[src/rtl/uart_pkg.sv]
// Shared definitions for the UART/ALU command path: FSM state encoding,
// default widths and the opcode values understood by the external ALU.
package uart_pkg;

  localparam int DEF_DATA_BITS = 8;
  localparam int DEF_OP_BITS   = 6;
  localparam int STATE_BITS    = 3;

  typedef enum logic [STATE_BITS-1:0] {
    S_A       = 3'd0,
    S_B       = 3'd1,
    S_OP      = 3'd2,
    S_EXEC    = 3'd3,
    S_SEND    = 3'd4,
    S_WAIT_TX = 3'd5
  } state_t;

  localparam logic [DEF_OP_BITS-1:0] OP_ADD = 6'h20;
  localparam logic [DEF_OP_BITS-1:0] OP_SUB = 6'h22;
  localparam logic [DEF_OP_BITS-1:0] OP_AND = 6'h24;
  localparam logic [DEF_OP_BITS-1:0] OP_OR  = 6'h25;
  localparam logic [DEF_OP_BITS-1:0] OP_XOR = 6'h26;
  localparam logic [DEF_OP_BITS-1:0] OP_SRA = 6'h03;
  localparam logic [DEF_OP_BITS-1:0] OP_SRL = 6'h02;
  localparam logic [DEF_OP_BITS-1:0] OP_NOR = 6'h27;

  // True while the sequencer is still collecting command bytes.
  function automatic logic is_collect(input state_t st);
    return (st == S_A) || (st == S_B) || (st == S_OP);
  endfunction

endpackage

[src/rtl/uart_alu_if.sv]
// Sequencer between UART RX, the combinational ALU and UART TX.
// Optional inter-byte timeout is enabled by defining UART_ALU_IF_TIMEOUT_EN.
//
//  state     | meaning
//  S_A       | idle, waiting for operand A
//  S_B       | waiting for operand B
//  S_OP      | waiting for opcode
//  S_EXEC    | ALU settling, result captured into tx_data
//  S_SEND    | waiting for transmitter idle, then pulse tx_start
//  S_WAIT_TX | waiting for tx_done
module uart_alu_if
  import uart_pkg::*;
#(
  parameter int DATA_BITS      = DEF_DATA_BITS,
  parameter int OP_BITS        = DEF_OP_BITS,
  parameter int TIMEOUT_CYCLES = 1000000
) (
  input  logic                 clk,
  input  logic                 rst,
  input  logic [DATA_BITS-1:0] rx_data,
  input  logic                 rx_valid,
  input  logic                 rx_ferr,
  output logic [DATA_BITS-1:0] alu_a,
  output logic [DATA_BITS-1:0] alu_b,
  output logic [OP_BITS-1:0]   alu_op,
  input  logic [DATA_BITS-1:0] alu_result,
  output logic [DATA_BITS-1:0] tx_data,
  output logic                 tx_start,
  input  logic                 tx_busy,
  input  logic                 tx_done,
  output logic                 busy,
  output logic                 err_pulse,
  output logic                 ovr_pulse,
  output logic                 tmo_pulse
);

  state_t               state_q, state_d;
  logic [DATA_BITS-1:0] alu_a_d, alu_b_d, tx_data_d;
  logic [OP_BITS-1:0]   alu_op_d;
  logic                 tx_start_d, err_d, ovr_d, tmo_d;
  logic                 byte_ok, byte_bad;

  assign byte_ok  = rx_valid & ~rx_ferr;
  assign byte_bad = rx_valid & rx_ferr;
  assign busy     = (state_q != S_A);

`ifdef UART_ALU_IF_TIMEOUT_EN
  localparam int CNT_W = (TIMEOUT_CYCLES > 2) ? $clog2(TIMEOUT_CYCLES) : 1;
  localparam logic [CNT_W-1:0] CNT_LAST = CNT_W'(TIMEOUT_CYCLES - 1);

  logic [CNT_W-1:0] tmo_cnt_q, tmo_cnt_d;
  logic             tmo_hit;

  assign tmo_hit = (tmo_cnt_q == CNT_LAST);

  always_ff @(posedge clk or posedge rst) begin
    if (rst) tmo_cnt_q <= '0;
    else     tmo_cnt_q <= tmo_cnt_d;
  end
`endif

  always_ff @(posedge clk or posedge rst) begin
    if (rst) begin
      state_q   <= S_A;
      alu_a     <= '0;
      alu_b     <= '0;
      alu_op    <= '0;
      tx_data   <= '0;
      tx_start  <= 1'b0;
      err_pulse <= 1'b0;
      ovr_pulse <= 1'b0;
      tmo_pulse <= 1'b0;
    end else begin
      state_q   <= state_d;
      alu_a     <= alu_a_d;
      alu_b     <= alu_b_d;
      alu_op    <= alu_op_d;
      tx_data   <= tx_data_d;
      tx_start  <= tx_start_d;
      err_pulse <= err_d;
      ovr_pulse <= ovr_d;
      tmo_pulse <= tmo_d;
    end
  end

  always_comb begin
    state_d    = state_q;
    alu_a_d    = alu_a;
    alu_b_d    = alu_b;
    alu_op_d   = alu_op;
    tx_data_d  = tx_data;
    tx_start_d = 1'b0;
    err_d      = 1'b0;
    tmo_d      = 1'b0;
`ifdef UART_ALU_IF_TIMEOUT_EN
    tmo_cnt_d  = '0;
`endif

    // A byte arriving while a command is in flight cannot be queued.
    ovr_d = rx_valid & ~is_collect(state_q);

    case (state_q)
      S_A: begin
        if (byte_bad) begin
          err_d = 1'b1;
        end else if (byte_ok) begin
          alu_a_d = rx_data;
          state_d = S_B;
        end
      end

      S_B: begin
        if (byte_bad) begin
          err_d   = 1'b1;
          state_d = S_A;
        end else if (byte_ok) begin
          alu_b_d = rx_data;
          state_d = S_OP;
        end
`ifdef UART_ALU_IF_TIMEOUT_EN
        else if (tmo_hit) begin
          tmo_d   = 1'b1;
          state_d = S_A;
        end else begin
          tmo_cnt_d = tmo_cnt_q + 1'b1;
        end
`endif
      end

      S_OP: begin
        if (byte_bad) begin
          err_d   = 1'b1;
          state_d = S_A;
        end else if (byte_ok) begin
          alu_op_d = rx_data[OP_BITS-1:0];
          state_d  = S_EXEC;
        end
`ifdef UART_ALU_IF_TIMEOUT_EN
        else if (tmo_hit) begin
          tmo_d   = 1'b1;
          state_d = S_A;
        end else begin
          tmo_cnt_d = tmo_cnt_q + 1'b1;
        end
`endif
      end

      S_EXEC: begin
        tx_data_d = alu_result;
        state_d   = S_SEND;
      end

      S_SEND: begin
        if (!tx_busy) begin
          tx_start_d = 1'b1;
          state_d    = S_WAIT_TX;
        end
      end

      S_WAIT_TX: begin
        if (tx_done) state_d = S_A;
      end

      default: state_d = S_A;
    endcase
  end

endmodule

[config.mk]
export PLATFORM = sky130hd
export DESIGN_NAME = uart_alu_if
export DESIGN_NICKNAME = d
export VERILOG_FILES = /design/src/rtl/uart_pkg.sv /design/src/rtl/uart_alu_if.sv
export SDC_FILE = /design/constraint.sdc
export NUM_CORES = 1
export LEC_CHECK = 0
export ABC_AREA = 1
export CORE_MARGIN = 2
export CORE_UTILIZATION = 29
export CTS_BUF_LIST = sky130_fd_sc_hd__clkbuf_16
export CTS_CLUSTER_DIAMETER = 40
export DETAILED_ROUTE_END_ITERATION = 10
export PLACE_DENSITY = 0.6
export SLEW_MARGIN = 30
export SYNTH_ARGS = -nofsm -noshare
export SYNTH_HDL_FRONTEND = slang
export SYNTH_SLANG_ARGS = --single-unit
[constraint.sdc]
create_clock -name clk -period 1.7 [get_ports clk]
set_input_delay 0.51 -clock clk [delete_from_list [all_inputs] [get_ports clk]]
set_output_delay 0.51 -clock clk [all_outputs]
set_load 0.01 [all_outputs]
After elaboration in Yosys (flattened, before gate mapping)
Cells that the tools add are included.
Storage, ports and cells
  bits in registers: 36
  input bits: 22
  output and inout port bits: 35
  word-level logic and storage cells: 47
Cells by class
  eq/ne operators: 11
  muxes and demuxes: 13
  bitwise logic cells: 6
  reduce and logical (&&, ||, !) cells: 9
Operators with widths (count)
  2-to-1 mux 3 bit: 8
  one-hot mux 3 bit (6 select lines): 1
  AND reduction 3 bit: 3
  != test 2 bit (second input constant): 4
  == test 3 x 2 -> 1 bit (second input constant): 2
  == test 3 bit (second input constant): 2
  != test 3 bit (second input constant): 2
  AND reduction 6 bit: 1
  2-to-1 mux 1 bit: 4
  bitwise AND 1 bit: 3
  == test 3 x 1 -> 1 bit (second input constant): 1
  zero test 3 bit: 1
  NOT 1 bit: 3
  nonzero test 3 bit: 1
  OR reduction 3 bit: 1
  logical OR 1 bit: 2

Longest topological paths before layout
  word-level depth: 5
  depth in mapped cells: 8

Least setup slack after synthesis
No wires, ideal clock.
  path type: flip-flop to output port
  start: reg state_q[0]
  end: out busy
  data arrival time: 0.864 ns
  required time: 1.190 ns
  setup slack: 0.326 ns
  stages on the path, launching flop included: 5
  path buffers: 0
  cells stage by stage: dfrtp_1 > nor2_4 > inv_2 > nor2_4 > inv_1
Between the ends
  cells in the longest elaborated chain, start to end: 1
Ends and longest elaborated chain
  start, declared: line uart_alu_if.sv:37  | state_t state_q, state_d;
  start signal, assigned: line uart_alu_if.sv:74  | state_q <= state_d;
  nonzero test 3 bit: line uart_alu_if.sv:45  | assign busy = (state_q != S_A);
  end, declared: line uart_alu_if.sv:31  | output logic busy,
No other way between the ends.

Worst setup path in the final report
  start: reg alu_a[1]
  end: out alu_a[1]
RTL lines
  start, declared: line uart_alu_if.sv:23  | output logic [DATA_BITS-1:0] alu_a,
  start signal, assigned: line uart_alu_if.sv:75  | alu_a <= alu_a_d;
No word-level cell between the ends.

==> results.py <==
metrics = {
    "global_route": {
        "grt_antenna_before_repair": 0,
        "gr-usage-all-layers": 0.1185,
        "overflow": 0,
        "grt_pass1_vias": 1155,
        "grt_pass1_wl_um": 5575,
        "grt_max_degree": 37,
    },
    "place": {
        "dp_hpwl_um": 2322,
        "dpl.cell_count": 278,
        "gp_congestion": 0.7962,
        "io_buffers": 55,
        "post_dp_cell_area_sq_mm": 0.002235,
    },
    "logic_synthesis": {
        "syn_inst": 150,
        "synth.avg_cell_area_sq_um": 10.46,
        "synth_area_leaders": "dfrtp_1 57%, o21ai_2 8.9%, nand2_1 8.6%",
        "synth_area_leader_cell": "dfrtp_1",
        "syn_area_sq_mm": 0.001569,
        "synth.net_count": 172,
        "yosysSeqAreaShare": 0.5742,
        "yosysWarnings": 0,
        "ys_seq_elements": 36,
        "yosysTopAreaCellShare": 0.5742,
        "synth_cell_types": 21,
    },
    "detailed_routing": {
        "drc": 0,
        "wirelength_um": 3208,
        "avgRoutedWirePerCell_um": 11.18,
        "num_vias": 1212,
        "antenna_left": 0,
        "first_pass_iters": 4,
        "via_per_inst": 4.223,
        "drtIter0Drc": 70,
    },
    "final_layout": {
        "diodes": 0,
        "finalInstanceArea_sq_mm": 0.002406,
        "fin_cells": 287,
        "final_layout_size_suffix_gt1_frac": 0.2396,
        "area_growth_pct": 53.35,
        "fin_nets": 238,
    },
    "floorplan": {
        "start_util": 0.3033,
        "dieWidth_um": 77.56,
        "coreArea_sq_mm": 0.005172,
        "fp.dieArea_sq_mm": 0.006015,
        "die_h_um": 77.56,
        "io-pin-count": 57,
        "rows": 26,
    },
    "sta": {
        "finalMaxSlewViolations": 0,
        "fmax_mhz": 600.1,
        "rsz0062_at_grt": "no",
        "setup_viol": 0,
        "fin_crit_sh": 0.9802,
        "hold_viol": 0,
        "fin_crit_ns": 1.666,
        "skew_ns": 0.003365,
        "whs_ns": 0.4777,
    },
    "worst_setup_path": {
        "crit_family": "buffers and inverters",
        "cp.arrival_ns": 1.16,
        "crit_fanout": 2,
        "crit_required_ns": 1.19,
        "cp.buffers_inverters": 1,
        "max_stage_delay_ns": 0.54,
        "worst_setup_path_end_kind": "output port",
        "worst-path-stages": 1,
        "worstSetupPathType": "flip-flop to output port",
        "rr_worst_depth": 3,
        "start_kind": "flip-flop",
        "crit_chain": "clkdlybuf4s50_1",
        "critPathSlowestCell": "clkdlybuf4s50_1",
    },
    "clock_network": {
        "cts_tree": "done",
        "hold_buffers": 0,
        "clock_sinks": 36,
        "cts_buffer_depth": 2,
        "clkTransAtPathRegs_ns": 0.05,
        "clkLatencyLatePin_ns": 0.28,
        "cts_root_buf": "clkbuf_16",
        "cts_buffers": 5,
        "cts_htree_levels": 2,
    },
    "pwr": {
        "leakage_nw": 1.301,
        "powerDensity_mw_per_mm2": 1724,
        "ir_drop_uv": 707.7,
    },
    "hold_path": {
        "hold_depth": 2,
        "hold_path.class": "flip-flop to flip-flop",
    },
    "status": {
        "status": "finished, final reports clean",
    },
    "flow_run": {
        "drv_cap": 0,
    },
}
[metal layers]
layer  track usage  wire length, um
met3       0.04535              287
met2        0.1800             1384
met4       0.04821               59
met1        0.1514             1476
met5             0                0
[logic make-up after synthesis]
| family | after synthesis | share of synthesized area |
|---|---|---|
| AOI/OAI and AO/OA | 22 | 0.1085 |
| buffers and inverters | 22 | 0.06698 |
| DFF | 36 | 0.5742 |
| muxes | 8 | 0.05742 |
| other | 1 | 0.002390 |
| and+or+nand+nor | 61 | 0.1906 |
[placed cells by master (no fill, tap or decap)]
cell type,n
buf_12,1
buf_2,1
buf_4,7
clkbuf_16,5
clkdlybuf4s50_1,32
clkinv_1,1
clkinvlp_4,1
conb_1,1
dfrtp_1,36
dlygate4sd2_1,7
dlymetal6s2s_1,15
inv_1,16
inv_2,3
mux2_2,8
nand2_1,36
nand2_2,4
nand2_4,1
nand3_1,6
nand3_2,1
nand3_4,1
nand4_1,1
nor2_1,6
nor2_2,1
nor2_4,2
nor3_1,1
nor3b_1,1
o21ai_1,6
o21ai_2,16
[report_power, final]
part           total [W]  internal, W  switching (W)
logic            0.00185     0.000999       0.000847
clock network   0.000854     0.000531       0.000322
registers        0.00145      0.00124       0.000205
[metrics by stage]
stage / TNS (ns) / setup slack, ns / util / power (W)
floorplan: 0 / 0.3256 / - / 0.002439
global placement: -1.078 / -0.09454 / 0.4320 / 0.003429
detailed placement: -1.218 / -0.1164 / 0.4320 / 0.003443
CTS: 0 / 0.0005028 / 0.4579 / 0.004282
global route: 0 / 0.00008649 / 0.4652 / 0.004461
finish: 0 / 0.03358 / 0.4652 / 0.004148
[flip-flops by register name, indices dropped and copies added, names as in the netlist]
name	cells
alu_a	8
ovr_pulse	1
state_q	3
err_pulse	1
alu_b	8
tx_data	8
tx_start	1
alu_op	6
[synth_stat cells (all sizes together)]
cell and n:
dfrtp 36, mux2 8, inv 18, conb 1, o21ai 22, nor2 9
nor3b 1, nand2 41, nand4 1, nor3 1, nand3 8, buf 4
[layout make-up]
type	count	area, sq um
Sequential cell	36	900.9
Fill cell	486	2766
Timing Repair Buffer	63	646.9
Clock buffer	5	125.1
Inverter	18	67.56
Clock inverter	3	15.01
Tap cell	70	87.58
Multi-Input combinational cell	92	563.0
[final timing paths]
path                       startpoint    endpoint  slack (ns)
hold / removal               alu_a[5]    alu_a[5]        0.48
setup reg to reg           state_q[2]  tx_data[7]        0.40
max in group asynchronous         rst   alu_op[3]        0.92
setup / recovery             alu_a[1]    alu_a[1]        0.03
hold reg to reg              alu_a[5]    alu_a[5]        0.48
min in group asynchronous         rst  tx_data[2]        0.60
[timing repair]
action / in CTS / in global routing
buffers inserted: 1 / 0
pin swaps: 1 / 0
gates resized for setup: 11 / 15
setup endpoints to repair: 8 / 15
Note: power is estimated with default switching activity, not from simulation.
